--- config.mk ---
export PLATFORM = sky130hd
export DESIGN_NAME = lane_serializer
export DESIGN_NICKNAME = d
export VERILOG_FILES = /design/src/rtl/lane_serializer.sv
export SDC_FILE = /design/constraint.sdc
export NUM_CORES = 1
export LEC_CHECK = 0
export ABC_AREA = 1
export CAP_MARGIN = 20
export CORE_MARGIN = 4
export CORE_UTILIZATION = 51
export CTS_BUF_LIST = sky130_fd_sc_hd__clkbuf_2 sky130_fd_sc_hd__clkbuf_4 sky130_fd_sc_hd__clkbuf_8
export DETAILED_ROUTE_END_ITERATION = 6
export PLACE_DENSITY = 0.83
export SYNTH_ARGS = -nofsm -noshare
export SYNTH_HDL_FRONTEND = slang
export SYNTH_SLANG_ARGS = --single-unit
--- constraint.sdc ---
create_clock -name i_clk -period 1.92 [get_ports i_clk]
set_input_delay 0.288 -clock i_clk [delete_from_list [all_inputs] [get_ports i_clk]]
set_output_delay 0.288 -clock i_clk [all_outputs]
set_load 0.01 [all_outputs]
--- src/rtl/lane_serializer.sv ---
// Serializes an N_LANES-element word one element per accepted cycle, element 0 first.
// A new word may be captured on the final handshake of the current one, so back-to-back words have no bubble.
module lane_serializer #(
    parameter int N_LANES = 8,
    parameter int IDX_W   = $clog2(N_LANES)
) (
    input  logic             i_clk,
    input  logic             i_rst,
    input  logic             i_a [N_LANES],
    input  logic             i_valid,
    output logic             o_ready,
    output logic             o_data,
    output logic             o_valid,
    input  logic             i_ready,
    output logic [IDX_W-1:0] o_idx,
    output logic             o_last,
    output logic [IDX_W:0]   o_ones
);

    typedef enum logic {IDLE, SHIFT} state_e;

    localparam logic [IDX_W-1:0] LAST_IDX = IDX_W'(N_LANES - 1);

    state_e           state_q, state_d;
    logic [IDX_W-1:0] idx_q, idx_d;
    logic [IDX_W:0]   ones_q, ones_d;
    logic             buf_q [N_LANES];
    logic             capture;
    logic             at_end;

    always_comb begin
        ones_d = '0;
        for (int i = 0; i < N_LANES; i++) begin
            ones_d = ones_d + {{IDX_W{1'b0}}, i_a[i]};
        end
    end

    assign at_end = (idx_q == LAST_IDX);

    // o_ready depends combinationally on i_ready so the next word can be taken on the final handshake.
    always_comb begin
        state_d = state_q;
        idx_d   = idx_q;
        capture = 1'b0;
        o_ready = 1'b0;
        o_valid = 1'b0;
        o_data  = 1'b0;
        o_last  = 1'b0;
        case (state_q)
            IDLE: begin
                o_ready = 1'b1;
                if (i_valid) begin
                    capture = 1'b1;
                    idx_d   = '0;
                    state_d = SHIFT;
                end
            end
            SHIFT: begin
                o_valid = 1'b1;
                o_data  = buf_q[idx_q];
                o_last  = at_end;
                o_ready = at_end && i_ready;
                if (i_ready) begin
                    if (!at_end) begin
                        idx_d = idx_q + IDX_W'(1);
                    end else if (i_valid) begin
                        capture = 1'b1;
                        idx_d   = '0;
                    end else begin
                        state_d = IDLE;
                    end
                end
            end
            default: state_d = IDLE;
        endcase
    end

    always_ff @(posedge i_clk or posedge i_rst) begin
        if (i_rst) begin
            state_q <= IDLE;
            idx_q   <= '0;
            ones_q  <= '0;
            buf_q   <= '{default: 1'b0};
        end else begin
            state_q <= state_d;
            idx_q   <= idx_d;
            if (capture) begin
                buf_q  <= i_a;
                ones_q <= ones_d;
            end
        end
    end

    assign o_idx  = idx_q;
    assign o_ones = ones_q;

endmodule

Word-level counts from Yosys, hierarchy flattened
Index checks and enable logic that the tools add are counted.

storage, ports and cells
  flip-flop bits (word level) = 16
  bits of input ports = 12
  output and inout bits = 11
  logic and storage cells = 43

cells by class
  $add $sub $neg = 8
  magnitude comparators = 1
  equal/unequal tests = 2
  mux-type cells = 18
  bitwise gates (word level) = 2
  reductions and logical operators = 1

operators by type and width
  kind                                                           count
  4-bit by 1-bit adder with 4-bit output                         4
  1-bit 2-to-1 mux                                               10
  3-bit 2-to-1 mux                                               3
  1-bit one-hot mux with 2 select lines                          3
  3-bit one-hot mux with 2 select lines                          1
  3-bit by 1-bit adder with 4-bit output                         1
  4-bit greater-or-equal comparator, second input constant       1
  3-bit NOT with 4-bit output                                    1
  2-bit by 1-bit adder with 3-bit output                         1
  3-bit by 1-bit adder with 3-bit output, second input constant  1
  1-bit binary-select mux with 3-bit select                      1
  3-bit equality test, second input constant                     1
  1-bit by 1-bit adder with 2-bit output                         1
  2-bit != test, second input constant                           1
  1-bit logical AND                                              1
  1-bit NOT                                                      1

Logic depth before layout (Yosys ltp)
  depth after elaboration = 7
  mapped depth = 10
  mapped depth without buffers = 10

Worst setup path before layout
OpenSTA, ideal clock, no wires.

  path kind = input to register
  start = input i_a[0] (netlist bit)
  end = register ones_q[2] (netlist: o_ones[2])
  setup time = 0.083 ns
  arrival = 2.638 ns
  required time = 1.837 ns
  slack = -0.801 ns
  stages on the path = 10
  buffers on the path = 0
  cell sequence = fa_1 -> inv_1 -> fa_1 -> fa_1 -> inv_1 -> ha_1 -> inv_1 -> fa_1 -> xor2_1 -> o21ai_0

on the way
  cells in the longest elaborated chain, start to end = 1

ends and longest elaborated chain
  what                                    RTL line  text
  start, declared                         9         input logic i_a [N_LANES],
  4-bit by 1-bit adder with 4-bit output  34        ones_d = ones_d + {{IDX_W{1'b0}}, i_a[i]};
  end signal, assigned                    89        ones_q <= ones_d;
  end, declared                           26        logic [IDX_W:0] ones_q, ones_d;

No other way between the ends.
A chain may end at the register's enable or synchronous reset.

Worst setup path in the final report
  start = input i_a[1] (netlist bit)
  end = register ones_q[2] (netlist: o_ones[2])

on the way
  cells in the longest elaborated chain, start to end = 2

ends and longest elaborated chain
  what                                                 RTL line
  4-bit by 1-bit adder with 4-bit output (2 in a row)  34

No other way between the ends.

==> run metrics <==
worst hold path depth=3; critical path depth=11; synthesized netlist net count=136; path type of the worst setup path=in2reg; status=finished, violations left; Post-DP Area=1260 sq um; Worst-Margin Slew=625 ps; data arrival time at the worst-slack endpoint=2770 ps; last weighted congestion value of the routability-driven placer=0.804; launching element of the worst setup path=i_a[1]; area enclosed by the die boundary=2720 sq um; Clock Sinks=16; clock network latency to the later pin of the worst-skew pair=280 ps; Synth Instances=115; Max-Slew Margin vs Limit=58.3%; final cycle utilization of the critical path=133%; wire length of the first global-routing pass=3660 um; DRC violation total after the first TritonRoute iteration=15; Syn-to-layout area delta=30.3%; vias in the first global route=847; horizontal extent of the die=52.2 um; number of remaining DRC errors=0; slowest CP cell=sky130_fd_sc_hd__fa_1; starting utilization of the core area=55.8%; hold_buf cts=0; average cell area after synthesis=8.65 sq um; commonest non-fill, non-tap cell in the layout=sky130_fd_sc_hd__nand2_1; total chip power=1.54 mW; FF+latch count, synth=16; highest attainable clock frequency=0.390 GHz; Distinct cells, synth=16; total routing usage reported by global routing=18.4%; clock-pin slew of the registers on the worst-case setup and hold paths=90 ps; r2r startpoint=o_idx[0]$_DFFE_PP0P_; most area-consuming cells after synthesis=sky130_fd_sc_hd__dfrtp_1, sky130_fd_sc_hd__nand2_1, sky130_fd_sc_hd__inv_1, sky130_fd_sc_hd__fa_1, sky130_fd_sc_hd__o21ai_2; number of antenna violations at the first check in global routing=0; total vias in the final route=804; PnR worst setup slack=-641 ps; maximum fanout encountered on the critical timing path=2; slack of the worst reg-to-reg path=250 ps; final worst clock skew=1.06 ps; nets@finish=167; max_cap viols=0; final hold violation count=0; Inserted Clock Buffers=3; endpoint of the worst hold-timing path=buf_q[1]$_DFFE_PP0P_; Crit path required time=2130 ps; buffering stage count on the worst path with inverters included=4; leakage component of the power=0.708 nW; Post-Syn Area=995 sq um; post-synth top area share=40.3%; unrepaired setup endpoints after global routing=yes; maximum number of pins on one net before global-route repair=18; endpoint of the most critical register-to-register path=o_ones[2]$_DFFE_PP0P_; maximum level of the CTS H-tree=1; site row count=15; final number of setup-violating endpoints=4; Hold/Removal Path Class=in2reg; Pre-antenna DRT Iters=4; worst slack on hold paths=230 ps; post-detail-place hpwl=1640 um; area of all placed cells without fillers=1300 sq um; count of pins on the block boundary=23; fill cell count=148; worst-case vdd ir drop=0.000634 V; proportion of synthesized chip area in sequential cells=40.3%; final std cells w/o fill=169; global-route congestion overflow total=0; worst hold start=i_a[1]; Final Routed Wirelength=2040 um; total power density per cell area=1190 nW/um^2; Die Y=52.2 um; type of destination of the critical path=flip-flop; crit-path cells=buf_6, fa_1, inv_1, fa_1, fa_1, inv_2, ha_4, inv_2, fa_2, xor2_1, o21ai_1; cell occurring most often along the worst timing path=sky130_fd_sc_hd__fa_1; number of cells in the design after placement=165; failing checks=negative setup slack; Buffers on Ports=22; cell type contributing the most total cell area after synthesis=sky130_fd_sc_hd__dfrtp_1; number of cell instances on the worst register-to-register path=10; n_diodes=0; yosys warns=0; antenna viol nets, final=0; average via count per standard cell=4.76; average wire length per cell after detail routing=12.1 um; master cell of the clock root buffer=sky130_fd_sc_hd__clkbuf_4; core area=1780 sq um; Top delay family on crit path=adder cells; category of the worst setup path launch point=input port; commonest non-fill, non-tap cells in the layout=sky130_fd_sc_hd__nand2_1, sky130_fd_sc_hd__inv_1, sky130_fd_sc_hd__dfrtp_1, sky130_fd_sc_hd__clkdlybuf4s50_1, sky130_fd_sc_hd__o21ai_2; TritonCTS clock tree=built; Fin Setup TNS=-1900 ps; min Tclk post-route=2560 ps; maximum single-stage delay on the critical path=520 ps; number of buffers between clock root and the deepest sink=2; ratio of cells with drive above 1 in the final layout=23.6%; final-report max-slew violation count=0
## where the power goes
part           switching, mW  internal (mW)  total [mW]
sequential            0.0625          0.477       0.539
combinational          0.424          0.406       0.829
clock                  0.103         0.0727       0.176
## worst register-to-register path: stages, from the launching register on
cell and delay, ps:
sky130_fd_sc_hd__dfrtp_1 370, sky130_fd_sc_hd__ha_2 190, sky130_fd_sc_hd__ha_1 160, sky130_fd_sc_hd__inv_1 50
sky130_fd_sc_hd__nand2_1 80, sky130_fd_sc_hd__nand2_2 60, sky130_fd_sc_hd__buf_4 150, sky130_fd_sc_hd__nor2_8 250
sky130_fd_sc_hd__inv_2 120, sky130_fd_sc_hd__nand2_1 80, sky130_fd_sc_hd__o21ai_1 60
## final cells by class
type                    count  area, sq um  share of cell area [%]
clock buffers               3         22.5                    1.74
inverters                  29          109                    8.40
multi-input cells          69          492                    37.9
flip-flops and latches     16          400                    30.9
well taps                  25         31.3                    2.41
repair buffers             27          241                    18.6
## routing by layer
metal | up-vias | track usage, % | share of wire (%)
met5 | - | 0 | 0
li1 | 402 | - | -
met1 | 381 | 23.8 | 44
met2 | 19 | 31.0 | 51
met3 | 2 | 2.58 | 3.3
met4 | 0 | 6.81 | 1.1
## worst max-delay path by stage
stage / endpoint / slack (ps)
finish: o_ones[2]$_DFFE_PP0P_ / -640
global route: o_ones[2]$_DFFE_PP0P_ / -720
CTS: o_ones[2]$_DFFE_PP0P_ / -730
detailed placement: o_ones[2]$_DFFE_PP0P_ / -1350
global placement: o_ones[1]$_DFFE_PP0P_ / -1230
floorplan: o_ones[1]$_DFFE_PP0P_ / -740
## what timing repair did
action / CTS / global route
cloned: 0 / 0
endpoints found under the setup margin: 7 / 6
pin swaps: 7 / 7
gates resized for setup: 23 / 4
buffers inserted: 1 / 1
hold endpoints to repair: 0 / 0
## kinds of logic (layout without fill, tap and decap cells)
logic type | count (synthesis) | count (layout) | synth area share (%)
simple gates | 45 | 45 | 21.5
buf+inv | 30 | 59 | 13.0
flops | 16 | 16 | 40.3
compound gates | 14 | 14 | 10.1
fa+ha+maj | 9 | 9 | 14.3
xor+xnor | 1 | 1 | 0.881
## metrics by stage
stage / setup slack [ps] / utilization, %
3_3_place_gp: -1230 / 70.6
5_1_grt: -720 / 72.7
2_1_floorplan: -743 / -
6_report: -641 / 72.7
4_1_cts: -725 / 72.8
3_5_place_dp: -1350 / 70.6
## cell usage after synthesis (all sizes together)
cell and n:
nand3 6, o21ai 13, ha 5, nand3b 1, fa 4, xor2 1
nand2 35, nor2 3, buf 1, a21oi 1, dfrtp 16, inv 29
## registers in the layout, summed over array words and instances, names as in the netlist
register and count:
o_ones 4, o_idx 3, buf_q 8, state_q 1
No activity file was read; power rests on OpenSTA's default activity.
